[config.mk]
export PLATFORM = sky130hd
export DESIGN_NAME = fp_normalize_round
export DESIGN_NICKNAME = d
export VERILOG_FILES = /design/src/rtl/fp_normalize_round.sv
export SDC_FILE = /design/constraint.sdc
export NUM_CORES = 1
export LEC_CHECK = 0
export BUFFER_PORTS_ARGS = -buffer_cell sky130_fd_sc_hd__buf_4
export CELL_PAD_IN_SITES_DETAIL_PLACEMENT = 0
export CELL_PAD_IN_SITES_GLOBAL_PLACEMENT = 1
export CORE_ASPECT_RATIO = 1.5
export CORE_MARGIN = 4
export CORE_UTILIZATION = 47
export CTS_CLUSTER_DIAMETER = 30
export CTS_CLUSTER_SIZE = 12
export DETAILED_ROUTE_END_ITERATION = 8
export PLACE_DENSITY = 0.94
export SLEW_MARGIN = 20
export SYNTH_ARGS = -nofsm -noshare
export SYNTH_HDL_FRONTEND = slang
export SYNTH_SLANG_ARGS = --single-unit
[constraint.sdc]
create_clock -name clk -period 7 [get_ports clk]
set_input_delay 0.7 -clock clk [delete_from_list [all_inputs] [get_ports clk]]
set_output_delay 0.7 -clock clk [all_outputs]
set_load 0.02 [all_outputs]
[src/rtl/fp_normalize_round.sv]
// Post-ALU normalise/round stage: takes a raw significand sum, normalises it
// one bit per cycle, rounds to nearest-even and emits a packed IEEE-754 single.
module fp_normalize_round (
    input  logic        clk,
    input  logic        reset,
    input  logic        in_valid,
    output logic        in_ready,
    input  logic        in_sign,
    input  logic [7:0]  in_exp,
    input  logic [26:0] in_sig,
    output logic        out_valid,
    input  logic        out_ready,
    output logic [31:0] out_float,
    output logic        out_overflow,
    output logic        out_zero,
    output logic        out_inexact
);

    localparam logic [1:0] S_IDLE  = 2'd0;
    localparam logic [1:0] S_NORM  = 2'd1;
    localparam logic [1:0] S_ROUND = 2'd2;
    localparam logic [1:0] S_DONE  = 2'd3;

    logic [1:0]  r_state;
    logic        r_sign;
    logic [8:0]  r_exp;
    logic [26:0] r_sig;
    logic [31:0] r_out_float;
    logic        r_ovf;
    logic        r_zero;
    logic        r_inx;

    // Exponent is 9 bits wide so a step past 255 shows up as >= 255
    logic [8:0]  w_exp_inc;
    logic        w_round_up;
    logic [24:0] w_m;
    logic [23:0] w_m_n;
    logic [8:0]  w_exp_r;
    logic        w_round_ovf;
    logic [31:0] w_round_float;

    assign w_exp_inc  = r_exp + 9'd1;
    assign w_round_up = r_sig[1] & (r_sig[0] | r_sig[2]);
    assign w_m        = {1'b0, r_sig[25:2]} + {24'd0, w_round_up};
    assign w_m_n      = w_m[24] ? w_m[24:1] : w_m[23:0];
    assign w_exp_r    = r_exp + {8'd0, w_m[24]};
    assign w_round_ovf = (w_exp_r >= 9'd255);
    // Hidden bit clear at exponent 1 means a denormal: encode exponent field 0
    assign w_round_float = w_round_ovf ? {r_sign, 8'hFF, 23'd0}
                         : {r_sign, (w_m_n[23] ? w_exp_r[7:0] : 8'd0), w_m_n[22:0]};

    always_ff @(posedge clk or posedge reset) begin
        if (reset) begin
            r_state     <= S_IDLE;
            r_sign      <= 1'b0;
            r_exp       <= 9'd0;
            r_sig       <= 27'd0;
            r_out_float <= 32'd0;
            r_ovf       <= 1'b0;
            r_zero      <= 1'b0;
            r_inx       <= 1'b0;
        end else begin
            case (r_state)
                S_IDLE: begin
                    if (in_valid) begin
                        r_sign      <= in_sign;
                        r_exp       <= (in_exp == 8'd0) ? 9'd1 : {1'b0, in_exp};
                        r_sig       <= in_sig;
                        r_out_float <= 32'd0;
                        r_ovf       <= 1'b0;
                        r_zero      <= 1'b0;
                        r_inx       <= 1'b0;
                        r_state     <= S_NORM;
                    end
                end
                S_NORM: begin
                    if (r_exp == 9'd255) begin
                        r_out_float <= {r_sign, 8'hFF, r_sig[24:2]};
                        r_state     <= S_DONE;
                    end else if (r_sig == 27'd0) begin
                        r_out_float <= 32'd0;
                        r_zero      <= 1'b1;
                        r_state     <= S_DONE;
                    end else if (r_sig[26]) begin
                        if (w_exp_inc >= 9'd255) begin
                            r_out_float <= {r_sign, 8'hFF, 23'd0};
                            r_ovf       <= 1'b1;
                            r_inx       <= 1'b1;
                            r_state     <= S_DONE;
                        end else begin
                            // Right shift folds the dropped bit into sticky
                            r_sig   <= {1'b0, r_sig[26:2], r_sig[1] | r_sig[0]};
                            r_exp   <= w_exp_inc;
                            r_state <= S_ROUND;
                        end
                    end else if (r_sig[25] || r_exp <= 9'd1) begin
                        r_state <= S_ROUND;
                    end else begin
                        r_sig <= {r_sig[25:0], 1'b0};
                        r_exp <= r_exp - 9'd1;
                    end
                end
                S_ROUND: begin
                    r_out_float <= w_round_float;
                    r_ovf       <= w_round_ovf;
                    r_inx       <= r_sig[1] | r_sig[0];
                    r_state     <= S_DONE;
                end
                default: begin
                    if (out_ready)
                        r_state <= S_IDLE;
                end
            endcase
        end
    end

    assign in_ready     = (r_state == S_IDLE);
    assign out_valid    = (r_state == S_DONE);
    assign out_float    = r_out_float;
    assign out_overflow = r_ovf;
    assign out_zero     = r_zero;
    assign out_inexact  = r_inx;

endmodule

# Word-level counts from Yosys, hierarchy flattened
# Index checks and enable logic that the tools add are counted.
[classes] addsub=4 n_mul=0 div_mod_pow=0 order_cmp=3 n_eq_ne=15 n_shift=0 n_mux=42 bitwise_logic=3 n_reduce_logical=14
[ops] op="2-to-1 mux 27 bit" n=6
[ops] op="2-to-1 mux 32 bit" n=5
[ops] op="one-hot mux 32 bit (3 select lines)" n=1
[ops] op="2-to-1 mux 9 bit" n=6
[ops] op="one-hot mux 27 bit (2 select lines)" n=1
[ops] op="2-to-1 mux 31 bit" n=1
[ops] op="logical NOT 27 bit" n=1
[ops] op="adder 24 x 1 -> 25 bit" n=1
[ops] op="2-to-1 mux 24 bit" n=1
[ops] op=">= comparator 9 x 8 -> 1 bit (second input constant)" n=2
[ops] op="one-hot mux 9 bit (2 select lines)" n=1
[ops] op="2-to-1 mux 8 bit" n=2
[ops] op="2-to-1 mux 2 bit" n=6
[ops] op="!= test 2 bit (second input constant)" n=6
[ops] op="AND reduction 4 bit" n=3
[ops] op="AND reduction 6 bit" n=2
[ops] op="adder 9 x 1 -> 9 bit" n=1
[ops] op="adder 9 x 1 -> 9 bit (second input constant)" n=1
[ops] op="== test 9 x 8 -> 1 bit (second input constant)" n=1
[ops] op="<= comparator 9 x 1 -> 1 bit (second input constant)" n=1
[ops] op="subtractor 9 x 1 -> 9 bit (second input constant)" n=1
[ops] op="logical NOT 8 bit" n=1
[ops] op="2-to-1 mux 1 bit" n=8
[ops] op="!= test 4 bit (second input constant)" n=2
[ops] op="16 further kinds" n=20
[totals] ff_bits=74 latch_bits=0 mem_bits_rw=0 mem_bits_ro=0 inputBits=40 mem_count=0

# Longest topological paths before layout
[depth] word_depth=7 depth_mapped=16

# Worst setup path after synthesis
# OpenSTA, ideal clock, no wires.
[synth_path] path_type="register to register" startpoint="register r_sig[1]" endpoint="register r_out_float[21], in the netlist out_float[21]" setup_ps=136 arrival_ps=3428 required_ps=6864 setup_slack_ps=3437 path_stages_with_launch=17 path_buffers=2 period_less_slack_ps=3563 path_cell_list="dfrtp_1 buf_2 and2_1 ha_1 nand3_1 nor3_1 nand2_1 nor3_1 ha_1 ha_1 xor2_1 nand4_1 o211ai_1 clkbuf_1 nor3_1 a221oi_1 o21ai_0"
[synth_via] elab_chain_cells=6 word_cells_on_any_way=13 classes_between="add/sub: 2; order compare: 1; eq/ne: 2; mux: 5; bitwise: 1; reduce/logical: 2"
[synth_lines] element="from (decl)" line="27" source="logic [26:0] r_sig;"
[synth_lines] element="from (signal assigned)" line="68" source="r_sig <= in_sig;"
[synth_lines] element="from (signal assigned)" line="92" source="r_sig <= {1'b0, r_sig[26:2], r_sig[1] | r_sig[0]};"
[synth_lines] element="from (signal assigned)" line="99" source="r_sig <= {r_sig[25:0], 1'b0};"
[synth_lines] element="bitwise AND 1 bit" line="43" source="assign w_round_up = r_sig[1] & (r_sig[0] | r_sig[2]);"
[synth_lines] element="adder 24 x 1 -> 25 bit" line="44" source="assign w_m = {1'b0, r_sig[25:2]} + {24'd0, w_round_up};"
[synth_lines] element="adder 9 x 1 -> 9 bit" line="46" source="assign w_exp_r = r_exp + {8'd0, w_m[24]};"
[synth_lines] element=">= comparator 9 x 8 -> 1 bit" line="47" source="assign w_round_ovf = (w_exp_r >= 9'd255);"
[synth_lines] element="2-to-1 mux 31 bit" line="49" source="assign w_round_float = w_round_ovf ? {r_sign, 8'hFF, 23'd0}"
[synth_lines] element="one-hot mux 32 bit (3 select lines)" line="63" source="case (r_state)"
[synth_lines] element="to (signal assigned)" line="78" source="r_out_float <= {r_sign, 8'hFF, r_sig[24:2]};"
[synth_lines] element="to (signal assigned)" line="86" source="r_out_float <= {r_sign, 8'hFF, 23'd0};"
[synth_lines] element="to (signal assigned)" line="104" source="r_out_float <= w_round_float;"
[synth_lines] element="to (decl)" line="28" source="logic [31:0] r_out_float;"
# Several ways; a longest one is shown, not always the timed one.
# A chain may end at the register's enable or synchronous reset.

# Worst setup path after layout
[layout_path] startpoint="register r_sig[1]" endpoint="register r_out_float[22], in the netlist out_float[22]"
# Same word-level chain as after synthesis.

==> run summary <==
met2 WL -> 8.14 mm
IO buf count -> 76
Startpoint Class -> flop
RSZ-0062 raised after global routing -> false
worst-margin pin slew -> 1000 ps
Final Skew -> 6.92 ps
CP max FO -> 20
Max transition margin -> 32.6%
endpoints failing setup -> 0
GRT Total Usage -> 25.3%
number of synthesized flops with an enable pin -> 0
max-slew violations -> 0
die width -> 93.3 um
Avg Cell Area, Syn -> 8.69 um^2
gpl congestion -> 0.910
Die Y -> 136 um
vias -> 4877
Via density -> 6.29
HPWL Detailed -> 11.2 mm
Peak VDD IR -> 0.264 mV
Inserted Clock Buffers -> 9
outcome -> complete, no violations
WP data arrival -> 4420 ps
Initial DRC Count -> 431
ANT cells -> 0
CP max stage delay -> 610 ps
postcts setup bufs -> 0
total core area -> 10600 um^2
Async SR Flop Fraction -> 100%
highest metal used -> met4
PwrDens -> 495 nW/um^2
Post-Syn Instances -> 590
synthesized flop and latch total -> 74
remaining antenna violation count -> 0
most frequent cells in the layout -> buf_4 (81), dfrtp_1 (74), nor2_1 (68)
Tmin final -> 4140 ps
Min-Delay Path Class -> flop to flop
Worst-Skew Late Latency -> 340 ps
initial antenna violation count -> 0
Cell Area, Synth -> 5130 um^2
starting density of the core -> 48.1%
syn nets -> 642
Rows -> 46
post-layout util -> 55.9%
nets@finish -> 679
Final Non-Filler Cells -> 775
worst path bufs/invs -> 0
H-Tree Depth -> 3
CP max-delay cell -> nor3_1
Final TNS setup -> 0 ps
die area -> 12700 um^2
share of post-route cells with drive strength above 1 -> 20.4%
IO Pins -> 77
crit-path cells -> and2_1 > ha_1 > nand3_1 > nor3_1 > nand2_1 > nor3_1 > ha_1 > ha_1 > nand3_1 > o21ai_1 > o211a_1 > a21oi_1 > o21ai_0 > a22o_1
Synth Warn # -> 0
CP Capture Type -> flop
Most Frequent Cell on Critical Path -> ha_1
CTS tree -> done
wire per inst -> 20.0 um
Tcrit/Tclk final -> 59.2%
WL final -> 15.5 mm
crit-path leading delay family -> simple AND/OR/NAND/NOR gates
first-pass GRT wire length -> 25.3 mm
critical path type -> flop to flop
Worst EP required -> 7270 ps
Synth Flop Type -> dfrtp_1
GR Overflow Total -> 0
Pwr Total -> 2.94 mW
Fin. Hold Viols -> 0
drt drc -> 0
hold buffers post-CTS -> 0
P_leak -> 2.55 nW
pin count of the biggest net entering global routing -> 75
Routed met3 length -> 633 um
DRT Pass-1 Iters -> 5
CTS Buffer Depth -> 2
# resized after CTS -> 0
fmax -> 0.241 GHz
commonest non-fill, non-tap cell in the layout -> buf_4
Root Driver -> clkbuf_16
Met1 Wirelength -> 5.84 mm
maxcap violations -> 0
Unique masters post-synth -> 69
Placed Instances -> 760
number of global-route vias before repair -> 4957
CTS sink cnt -> 74
area grow syn2layout -> 16.1%
Seq/Total Area, Yosys -> 36.1%
Worst-path clk slew -> 60 ps
==> per-stage QoR <==
stage               setup WS (ps)  hold slack, ps  area, um^2
finish                       2860             474        5950
global route                 2450             509        5950
CTS                          2940             483        5950
detailed placement           2970             471        5660
global placement             3120             464        5660
floorplan                    3440             480        5130
==> area by class of cell <==
class | instances | area (um^2)
inverters | 18 | 67.6
fillers | 970 | 4700
flip-flops and latches | 74 | 1850
clock buffers | 12 | 246
repair buffers | 81 | 608
clock inverters | 3 | 40.0
multi-input cells | 443 | 2960
well taps | 144 | 180
==> worst paths after layout <==
check | start | to | slack (ps) | cells past startpoint
max in group asynchronous | reset | out_float[26] | 5700 | 3
worst max register to register | r_sig[1] | out_float[22] | 2860 | 14
worst max-delay path | r_sig[1] | out_float[22] | 2860 | 14
worst min-delay path | out_float[10] | out_float[10] | 470 | 2
min in group asynchronous | reset | r_exp[0] | 660 | 3
worst min register to register | out_float[10] | out_float[10] | 470 | 2
==> cells by family after synthesis <==
group                      after synthesis  share of synthesized area [%]
adders and majority gates               12                           2.93
AOI/OAI and AO/OA                      183                           25.8
muxes                                   32                           6.98
xor gates and xnor gates                10                           1.71
and+or+nand+nor                        206                           20.1
buffers and inverters                   73                           6.30
DFF                                     74                           36.1
==> report_power, final <==
part / internal, mW / leakage [nW] / total [mW] / switching (mW)
registers: 0.624 / 0.928 / 0.981 / 0.357
clock network: 0.283 / 0.142 / 0.459 / 0.176
logic: 0.623 / 1.48 / 1.50 / 0.881
==> per-layer routing <==
layer / global-route usage [%] / up-vias
li1: - / 2294
met1: 27.8 / 2357
met2: 45.2 / 170
met3: 3.71 / 56
met4: 15.4 / 0
met5: 0 / -
==> synthesized netlist by cell type (all sizes together), types with 3 or more instances <==
library cell | number | area share (%)
dfrtp | 74 | 36
nor2 | 70 | 5.3
o21ai | 44 | 4.3
nand2 | 41 | 3.1
clkbuf | 35 | 2.6
mux2 | 30 | 6.6
a21oi | 27 | 2.7
a221oi | 25 | 4.3
nand3 | 21 | 2.1
buf | 20 | 2.4
inv | 17 | 1.2
nor3 | 14 | 1.5
ha | 12 | 2.9
a31oi | 10 | 1.5
and3 | 10 | 1.2
nor4 | 10 | 1.2
a221o | 9 | 1.8
nand4 | 9 | 1.1
o21a | 7 | 1.0
xor2 | 7 | 1.2
a22o | 6 | 1.0
and2 | 6 | 0.73
o31ai | 6 | 0.88
a22oi | 5 | 0.73
and4 | 5 | 0.85
o211a | 5 | 0.98
o32ai | 5 | 0.85
or3 | 5 | 0.61
or4 | 5 | 0.95
a31o | 4 | 0.68
a211o | 3 | 0.51
a211oi | 3 | 0.44
a2bb2oi | 3 | 0.51
nand2b | 3 | 0.37
o211ai | 3 | 0.54
xnor2 | 3 | 0.51
==> state kept, by name, summed over array words and instances, names as in the netlist <==
signal / flops
r_exp: 9
out_overflow: 1
out_zero: 1
r_sign: 1
out_float: 32
r_state: 2
r_sig: 27
out_inexact: 1
==> worst reg2reg max path: stages (launching register included) <==
cell and delay, ps:
dfrtp_1 460, and2_1 160, ha_1 170, nand3_1 220, nor3_1 610, nand2_1 180
nor3_1 230, ha_1 260, ha_1 220, nand3_1 150, o21ai_1 250, o211a_1 600
a21oi_1 120, o21ai_0 270, a22o_1 170
No activity file was read; power rests on OpenSTA's default activity.
